## src/rtl/mul_sequencer_if.sv

```systemverilog
// rtl/mul_sequencer_if.sv - operand/result bundle between the execute stage and mul_sequencer
//
// Purpose : groups the request, flush and result/handshake signals of the
//           multi-cycle multiplier so they travel as one port.
// Signals : start_i    execute stage holds a valid instruction this cycle
//           ALUCtrl_i  ALU control code of that instruction
//           data1_i    multiplicand
//           data2_i    multiplier
//           flush_i    synchronous abort (pipeline flush)
//           result_o   low WIDTH bits of the product
//           valid_o    one-cycle pulse, result_o holds a new product
//           busy_o     operation in flight
//           stall_o    freeze the upstream pipeline registers
// Modports: master = execute stage side, slave = multiplier side.

interface mul_sequencer_if #(
   parameter int WIDTH = 32
);

   logic             start_i;
   logic [2:0]       ALUCtrl_i;
   logic [WIDTH-1:0] data1_i;
   logic [WIDTH-1:0] data2_i;
   logic             flush_i;
   logic [WIDTH-1:0] result_o;
   logic             valid_o;
   logic             busy_o;
   logic             stall_o;

   modport master (
      output start_i,
      output ALUCtrl_i,
      output data1_i,
      output data2_i,
      output flush_i,
      input  result_o,
      input  valid_o,
      input  busy_o,
      input  stall_o
   );

   modport slave (
      input  start_i,
      input  ALUCtrl_i,
      input  data1_i,
      input  data2_i,
      input  flush_i,
      output result_o,
      output valid_o,
      output busy_o,
      output stall_o
   );

endinterface

```

## src/rtl/mul_sequencer.sv

```systemverilog
// rtl/mul_sequencer.sv - shift-add multiplier with its own IDLE/RUN/DONE sequencer
//
// Purpose : serves the MUL ALU code in the execute stage. One operand pair is
//           accepted in IDLE, one multiplier bit is consumed per cycle in RUN,
//           and the product is presented for a single cycle in DONE, which is
//           also the only busy cycle in which the pipeline is released.
// Ports   : clk_i  clock, rising edge
//           rst_i  asynchronous active-low reset
//           bus    mul_sequencer_if.slave (start_i, ALUCtrl_i, data1_i,
//                  data2_i, flush_i in; result_o, valid_o, busy_o, stall_o out)
// Params  : WIDTH     operand/result width
//           MUL_CODE  ALUCtrl_i value that launches a multiply
// Options : MUL_SEQUENCER_EARLY_TERM_EN - leave RUN as soon as the remaining
//           multiplier bits are all zero instead of always iterating WIDTH times.

module mul_sequencer #(
   parameter int         WIDTH    = 32,
   parameter logic [2:0] MUL_CODE = 3'b011
) (
   input  logic           clk_i,
   input  logic           rst_i,
   mul_sequencer_if.slave bus
);

   localparam int CW = $clog2(WIDTH) + 1;
   localparam logic [CW-1:0] CNT_LAST = CW'(WIDTH);

   typedef enum logic [1:0] {
      IDLE = 2'd0,
      RUN  = 2'd1,
      DONE = 2'd2
   } state_t;

   state_t           state_q;
   state_t           state_d;

   logic [WIDTH-1:0] acc_q;
   logic [WIDTH-1:0] mcnd_q;
   logic [WIDTH-1:0] mplr_q;
   logic [CW-1:0]    cnt_q;
   logic [WIDTH-1:0] result_q;

   logic             accept;
   logic [WIDTH-1:0] acc_step;
   logic [CW-1:0]    cnt_step;
   logic             last_iter;

   // A launch request is only honoured from IDLE; flush is handled by the
   // consumers of this term so that stall_o keeps its plain definition.
   assign accept   = (state_q == IDLE) && bus.start_i && (bus.ALUCtrl_i == MUL_CODE);

   assign acc_step = mplr_q[0] ? (acc_q + mcnd_q) : acc_q;
   assign cnt_step = cnt_q + CW'(1);

`ifdef MUL_SEQUENCER_EARLY_TERM_EN
   // Once the bits still to be shifted in are all zero, further iterations
   // cannot change the accumulator, so the result is already final.
   assign last_iter = (cnt_step == CNT_LAST) || (mplr_q[WIDTH-1:1] == '0);
`else
   assign last_iter = (cnt_step == CNT_LAST);
`endif

   // ------------------------------------------------------------------
   // State register
   // ------------------------------------------------------------------
   always_ff @(posedge clk_i or negedge rst_i) begin
      if (!rst_i) begin
         state_q <= IDLE;
      end else begin
         state_q <= state_d;
      end
   end

   // ------------------------------------------------------------------
   // Next-state logic
   // ------------------------------------------------------------------
   always_comb begin
      state_d = state_q;
      case (state_q)
         IDLE: begin
            if (!bus.flush_i && accept) begin
               state_d = RUN;
            end
         end
         RUN: begin
            if (bus.flush_i) begin
               state_d = IDLE;
            end else if (last_iter) begin
               state_d = DONE;
            end
         end
         DONE: begin
            state_d = IDLE;
         end
         default: begin
            state_d = IDLE;
         end
      endcase
   end

   // ------------------------------------------------------------------
   // Datapath: operand latch, shift-add iteration, completed-product hold
   // ------------------------------------------------------------------
   always_ff @(posedge clk_i or negedge rst_i) begin
      if (!rst_i) begin
         acc_q    <= '0;
         mcnd_q   <= '0;
         mplr_q   <= '0;
         cnt_q    <= '0;
         result_q <= '0;
      end else begin
         case (state_q)
            IDLE: begin
               if (accept && !bus.flush_i) begin
                  acc_q  <= '0;
                  mcnd_q <= bus.data1_i;
                  mplr_q <= bus.data2_i;
                  cnt_q  <= '0;
               end
            end
            RUN: begin
               if (!bus.flush_i) begin
                  acc_q  <= acc_step;
                  mcnd_q <= mcnd_q << 1;
                  mplr_q <= mplr_q >> 1;
                  cnt_q  <= cnt_step;
               end
            end
            DONE: begin
               // A product flushed in its DONE cycle never becomes the held value.
               if (!bus.flush_i) begin
                  result_q <= acc_q;
               end
            end
            default: begin
            end
         endcase
      end
   end

   // ------------------------------------------------------------------
   // Outputs
   // ------------------------------------------------------------------
   always_comb begin
      bus.valid_o  = 1'b0;
      bus.result_o = result_q;
      bus.busy_o   = 1'b0;
      bus.stall_o  = 1'b0;
      case (state_q)
         IDLE: begin
            bus.stall_o = accept;
         end
         RUN: begin
            bus.busy_o  = 1'b1;
            bus.stall_o = 1'b1;
         end
         DONE: begin
            bus.busy_o = 1'b1;
            // Stall is dropped here so EX/MEM captures result_o at the next edge.
            if (!bus.flush_i) begin
               bus.valid_o  = 1'b1;
               bus.result_o = acc_q;
            end
         end
         default: begin
         end
      endcase
   end

endmodule

```

## src/flat_wrapper.sv

```systemverilog
// flat-port wrapper written by rule: the top's interface ports become plain ports
module mul_sequencer_flat 
#(
   parameter int         WIDTH    = 32,
   parameter logic [2:0] MUL_CODE = 3'b011
)
  (clk_i, rst_i, bus_start_i, bus_ALUCtrl_i, bus_data1_i, bus_data2_i, bus_flush_i, bus_result_o, bus_valid_o, bus_busy_o, bus_stall_o);
  mul_sequencer_if #(.WIDTH(WIDTH)) bus_i ();
  input  logic clk_i;
  input  logic rst_i;
  input wire logic [$bits(bus_i.start_i)-1:0] bus_start_i;
  input wire logic [$bits(bus_i.ALUCtrl_i)-1:0] bus_ALUCtrl_i;
  input wire logic [$bits(bus_i.data1_i)-1:0] bus_data1_i;
  input wire logic [$bits(bus_i.data2_i)-1:0] bus_data2_i;
  input wire logic [$bits(bus_i.flush_i)-1:0] bus_flush_i;
  output wire logic [$bits(bus_i.result_o)-1:0] bus_result_o;
  output wire logic [$bits(bus_i.valid_o)-1:0] bus_valid_o;
  output wire logic [$bits(bus_i.busy_o)-1:0] bus_busy_o;
  output wire logic [$bits(bus_i.stall_o)-1:0] bus_stall_o;
  assign bus_i.start_i = bus_start_i;
  assign bus_i.ALUCtrl_i = bus_ALUCtrl_i;
  assign bus_i.data1_i = bus_data1_i;
  assign bus_i.data2_i = bus_data2_i;
  assign bus_i.flush_i = bus_flush_i;
  assign bus_result_o = bus_i.result_o;
  assign bus_valid_o = bus_i.valid_o;
  assign bus_busy_o = bus_i.busy_o;
  assign bus_stall_o = bus_i.stall_o;
  mul_sequencer #(.WIDTH(WIDTH), .MUL_CODE(MUL_CODE)) u_core (.clk_i(clk_i), .rst_i(rst_i), .bus(bus_i));
endmodule
```

## config.mk

```make
export PLATFORM = sky130hd
export DESIGN_NAME = mul_sequencer_flat
export DESIGN_NICKNAME = d
export VERILOG_FILES = /design/src/rtl/mul_sequencer_if.sv /design/src/rtl/mul_sequencer.sv /design/src/flat_wrapper.sv
export SDC_FILE = /design/constraint.sdc
export NUM_CORES = 1
export LEC_CHECK = 0
export CAP_MARGIN = 20
export CORE_MARGIN = 3
export CORE_UTILIZATION = 45
export DETAILED_ROUTE_END_ITERATION = 10
export PLACE_DENSITY_LB_ADDON = 0.2
export SLEW_MARGIN = 10
export SYNTH_ARGS = -nofsm -noshare
export SYNTH_HDL_FRONTEND = slang
export SYNTH_SLANG_ARGS = --single-unit
```

## constraint.sdc

```tcl
create_clock -name clk_i -period 3.45 [get_ports clk_i]
set_input_delay 0.69 -clock clk_i [delete_from_list [all_inputs] [get_ports clk_i]]
set_output_delay 0.69 -clock clk_i [all_outputs]
set_load 0.005 [all_outputs]
```

==> results.cfg, run 1 <==
[run_status]
status = complete, no violations

[drt]
drc = 0
drtIter0Drc = 354
dr_wl_met3_um = 817
first_pass_iters = 4
via_per_inst = 5.414
final_antenna_net_count = 0
vias = 5820
top_layer_used = met5
wl_met1_um = 7264
wl_um = 16810
wl_per_cell_um = 15.64
wl_met2_um = 8476

[die]
die-area_sq_mm = 0.01803
io_pins = 106
initial_utilization = 0.4628
core_sq_mm = 0.01600
rows = 46
die_width_um = 134.3
die_h_um = 134.3

[sta]
slew-limit-headroom = 0.4181
skew_ns = 0.007922
setup_slack_ns = 0.2940
slew_violations = 0
fmax_ghz = 0.3169
finalHoldViolations = 0
period_needed_ns = 3.156
finalSetupTns_ns = 0
rsz0062_at_grt = no
post-route-period-util = 0.9148
worst_slew_pin_slew_ns = 0.8729
setup_viol = 0

[finish]
area_delta_synth_final_pct = 25.01
num_antenna_cells = 0
fillers = 1412
nets = 953
design_area_sq_mm = 0.009256
drive_gt1_frac = 0.1106
final_cell_mix = dfrtp_1 (136), nand2_1 (126), o21ai_0 (108), clkdlybuf4s50_1 (104), mux2i_1 (66)
final_common_cell = dfrtp_1

[power]
power_frac_comb = 0.435
clock_power_share = 0.219
powerDensity_mw_per_mm2 = 845.7
p_int_uw = 4860
peakVddDrop_mv = 0.4020
p_sw_frac = 0.3791
p_leak_uw = 0.004203
seqPwrFrac = 0.346
p_sw_uw = 2968

[clock_network]
clk_latency_ns = 0.42
post_cts_buffers = 0
root_buffer = clkbuf_16
clkTransAtPathRegs_ns = 0.06
cts-resized-gates = 0
postCtsHoldBufs = 0
cts_tree = done
h-tree-depth = 4
cts_made_buffers = 17
clockBufferDepth = 2
cts.sinks = 136

[placed_design]
place.gp.congestion = 0.9247
postPlaceCellArea_sq_mm = 0.008701
hpwl_um = 12300
port_buffers = 105
pre_cts_ws_ns = 0.2679

[worst_setup_path]
critPathMaxStageDelay_ns = 0.49
worstSetupPathType = primary input to primary output
worstPathArrival_ns = 2.47
critPathRequiredTime_ns = 2.76
reg2regPathDepth = 12
crit_top_cell = clkdlybuf4s50_1
path_depth = 5
cp_num_buf_inv = 3
end_kind = primary output
cp_max_fo = 19
start_kind = primary input
path_cells = clkdlybuf4s50_1 > nand2b_1 > buf_4 > mux2_2 > clkdlybuf4s50_1
cp_top_family = buffers and inverters
worst_path_max_delay_cell = clkdlybuf4s50_1

[logic_synthesis]
ys_seq_area_frac = 0.4596
synth_seq_cells = 136
synthArstFlopShare = 1.000
ys_top_cells_by_area = dfrtp_1 (46%), mux2i_1 (8.9%), o21ai_0 (7.3%)
synth.avg_cell_area_sq_um = 9.912
ys_types = 63
synth_top_area_frac = 0.4596
synthCells = 747
synth_top_area_cell = dfrtp_1
synth_flop_cell = dfrtp_1
synth_edf_count = 0
syn_nets = 854
synthesis.area_sq_mm = 0.007405
yosysWarnings = 0

[global_routing]
overflow = 0
grt.total_usage = 0.1940
grt_pass1_wl_um = 28700
grt_max_degree = 82
first_global_vias = 5982
antenna_found_initial = 1

[run]
cap_violations = 0

[worst_hold_path]
hp-class = primary input to asynchronous set/reset pin
## per-stage QoR
step / hold slack [ns] / total power (uW) / std cells / utilization
floorplan: 0.3944 / 5032 / 747 / -
global placement: 0.4618 / 5991 / 1043 / 0.5438
detailed placement: 0.4722 / 6151 / 1043 / 0.5438
CTS: 0.3336 / 7903 / 1075 / 0.5785
global route: 0.3462 / 8452 / 1075 / 0.5785
finish: 0.3017 / 7828 / 1075 / 0.5785
## worst reg2reg max path: stages (launching register included)
cell      delay (ns)
dfrtp_1         0.40
ha_1            0.22
inv_1           0.06
fa_1            0.44
nor2b_4         0.16
o211ai_2        0.13
a31oi_4         0.24
and4_4          0.26
nor4b_1         0.06
o21a_1          0.23
nor4b_2         0.31
mux2i_1         0.22
o311ai_1        0.10
## final timing paths
check / startpoint / endpoint / slack (ns)
max in group asynchronous: rst_i / u_core.result_q[5]$_DFF_PN0_ / 2.38
min in group clk_i: u_core.mplr_q[31]$_DFFE_PN0P_ / u_core.mplr_q[31]$_DFFE_PN0P_ / 0.48
min: rst_i / u_core.result_q[22]$_DFF_PN0_ / 0.30
min reg2reg: u_core.mplr_q[31]$_DFFE_PN0P_ / u_core.mplr_q[31]$_DFFE_PN0P_ / 0.48
max reg2reg: u_core.acc_q[0]$_DFFE_PN0P_ / u_core.acc_q[26]$_DFFE_PN0P_ / 0.49
max: bus_flush_i / bus_result_o[14] / 0.29
## routing by layer
metal  vias up  track usage
li1       2849            -
met1      2819       0.2365
met2       131       0.3383
met3        19      0.05101
met4         2      0.05769
met5         -            0
## sequential cells by signal, indices dropped and copies added (netlist names)
name and cells:
u_core.cnt_q 6, u_core.result_q 32, u_core.acc_q 32, u_core.mplr_q 32
u_core.mcnd_q 32, u_core.state_q 2
## Yosys cell counts (all sizes together), types with 2 or more instances
cell	count
or3	2
inv	19
o31ai	3
o21a	2
nand2b	6
nand4b	2
o311ai	2
nand2	126
o21bai	3
a211oi	3
nor2	20
nand4	2
a21o	11
dfrtp	136
nand3	15
nor4	3
clkbuf	27
o211ai	2
and3	8
mux2i	66
a21oi	33
a31oi	6
xnor2	10
ha	35
mux2	31
o21ai	118
nor4b	2
nor2b	5
xor2	16
a22o	3
buf	10
nor3	5
## power by group through the flow
stage                     registers (uW)  logic, uW  clock network, uW
after floorplan                     2560       2470                  0
after global placement              2710       3280                  0
after detailed placement            2730       3420                  0
after CTS                           2710       3440               1760
after global routing                2790       3840               1830
final                               2710       3410               1710
## logic make-up (layout without fill, tap and decap cells)
family          after synthesis  after routing  synth area share
simple gates                201            201            0.1235
xor+xnor                     26             26           0.03075
flops                       136            136            0.4596
compound gates              195            195            0.1577
fa+ha+maj                    36             36           0.06185
buf+inv                      56            168           0.03025
mux                          97             97            0.1364
## layout make-up
type	count	area, sq um	share of cell area
clock buffer	18	429.2	0.04636
clock inverter	14	126.4	0.01365
inverter	19	71.32	0.007705
multi-input combinational	555	3801	0.4107
sequential	136	3403	0.3677
tap	216	270.3	0.02920
timing repair buffer	117	1155	0.1248
Note: power is estimated with default switching activity, not from simulation.
==> inputs of run 2 (changes only) <==
==> constraint.sdc (replaced) <==
create_clock -name clk_i -period 3.09 [get_ports clk_i]
set_input_delay 0.618 -clock clk_i [delete_from_list [all_inputs] [get_ports clk_i]]
set_output_delay 0.618 -clock clk_i [all_outputs]
set_load 0.005 [all_outputs]
==> results.cfg, run 2 (synthesis results as in run 1) <==
[global_routing]
first_global_vias = 5936
antenna_found_initial = 0
grt.total_usage = 0.1980
grt_pass1_wl_um = 28990
grt_max_degree = 70
overflow = 0

[drt]
drtIter0Drc = 281
wl_per_cell_um = 15.83
via_per_inst = 5.350
final_antenna_net_count = 0
first_pass_iters = 4
drc = 0
vias = 5746
wl_um = 17010

[placed_design]
place.gp.congestion = 0.8323
dp.cells = 1042
hpwl_um = 12340
port_buffers = 105

[clock_network]
clkTransAtPathRegs_ns = 0.06
cts_tree = done
h-tree-depth = 4
root_buffer = clkbuf_16
clk_latency_ns = 0.42
cts.sinks = 136
clockBufferDepth = 2
cts_made_buffers = 17
post_cts_buffers = 0

[sta]
fmax_ghz = 0.3360
slew_violations = 0
slew-limit-headroom = 0.4726
finalHoldViolations = 0
period_needed_ns = 2.976
setup_viol = 0
worst_slew_pin_slew_ns = 0.7911
rsz0062_at_grt = no
post-route-period-util = 0.9632
finalSetupTns_ns = 0
skew_ns = 0.01150

[die]
core_sq_mm = 0.01600
die_width_um = 134.3
die_h_um = 134.3
die-area_sq_mm = 0.01803
initial_utilization = 0.4628
rows = 46
io_pins = 106

[power]
peakVddDrop_mv = 0.5292
p_leak_uw = 0.004252
powerDensity_mw_per_mm2 = 964.0

[run]
cap_violations = 0

[worst_setup_path]
cp_max_fo = 34
critPathRequiredTime_ns = 2.47
end_kind = primary output
start_kind = primary input
worstPathArrival_ns = 2.36
worstSetupPathType = primary input to primary output

[finish]
area_delta_synth_final_pct = 26.41
final_cell_mix = dfrtp_1 (136), nand2_1 (126), o21ai_0 (108), clkdlybuf4s50_1 (104), mux2i_1 (66)
drive_gt1_frac = 0.1084
nets = 952
final_common_cell = dfrtp_1
fillers = 1409
num_antenna_cells = 0
final_core_util = 0.5850
final_cells = 1074

[run_status]
status = complete, no violations

[worst_hold_path]
hp-class = primary input to asynchronous set/reset pin
run 2: cell count changes in the layout (fill, tap and decap cells not counted):
cell,change
buf_12,+2
buf_4,-3
bufinv_16,+3
clkbuf_1,+2
clkbuf_8,+2
clkinv_2,-3
clkinv_4,-4
ha_1,-1
ha_2,+1
nor4b_2,-1
nor4b_4,+1
run 2: final timing paths:
check	from	endpoint	slack, ns	cells past startpoint
setup / recovery	bus_flush_i	bus_result_o[21]	0.11	5
hold / removal	rst_i	u_core.acc_q[22]$_DFFE_PN0P_	0.14	1
setup reg to reg	u_core.acc_q[0]$_DFFE_PN0P_	u_core.acc_q[26]$_DFFE_PN0P_	0.20	12
hold reg to reg	u_core.mplr_q[19]$_DFFE_PN0P_	u_core.mplr_q[19]$_DFFE_PN0P_	0.48	2
max in group asynchronous	rst_i	u_core.mcnd_q[2]$_DFFE_PN0P_	2.16	2
min in group clk_i	u_core.mplr_q[19]$_DFFE_PN0P_	u_core.mplr_q[19]$_DFFE_PN0P_	0.48	2
run 2: power by group:
group	leakage (uW)	switching (uW)	internal [uW]	total, uW
combinational	0.00216	2000	1830	3820
clock	0.000301	775	1400	2170
sequential	0.00179	520	2500	3020
run 2: metrics by stage:
step,cell area [sq um],worst slack (ns),power (uW),hold slack (ns)
floorplan,7405,0.4426,5618,0.3224
global placement,8718,0.1686,6750,0.4613
global route,9360,0.01066,9724,0.1676
detailed placement,8718,0.09961,6896,0.4707
CTS,9349,0.08809,9111,0.1538
finish,9360,0.1137,9024,0.1393
run 2: final cells by class:
class / instances / area (sq um) / share of cell area
inverter: 19 / 71.32 / 0.007619
timing repair buffer: 116 / 1172 / 0.1253
multi-input combinational: 555 / 3812 / 0.4073
clock buffer: 22 / 464.2 / 0.04959
clock inverter: 10 / 166.4 / 0.01778
sequential: 136 / 3403 / 0.3636
tap: 216 / 270.3 / 0.02887
run 2: layer usage:
layer	up-vias	GRT usage	routed length (um)
met5	-	0	0
met4	0	0.05882	180
met3	17	0.05214	712
met2	103	0.3397	8649
met1	2786	0.2461	7463
li1	2840	-	-
run 2: critical path, cell delays in order:
cell and delay (ns):
clkdlybuf4s50_1 0.49, nand2b_1 0.16, buf_12 0.24, mux2_2 0.37, clkdlybuf4s50_1 0.45
run 2: what timing repair did:
| action | in CTS | in global routing |
|---|---|---|
| setup endpoints to repair | 0 | 1 |
| hold buffers | 0 | 0 |
| resized for setup | 0 | 2 |
| endpoints found under the hold margin | 0 | 0 |
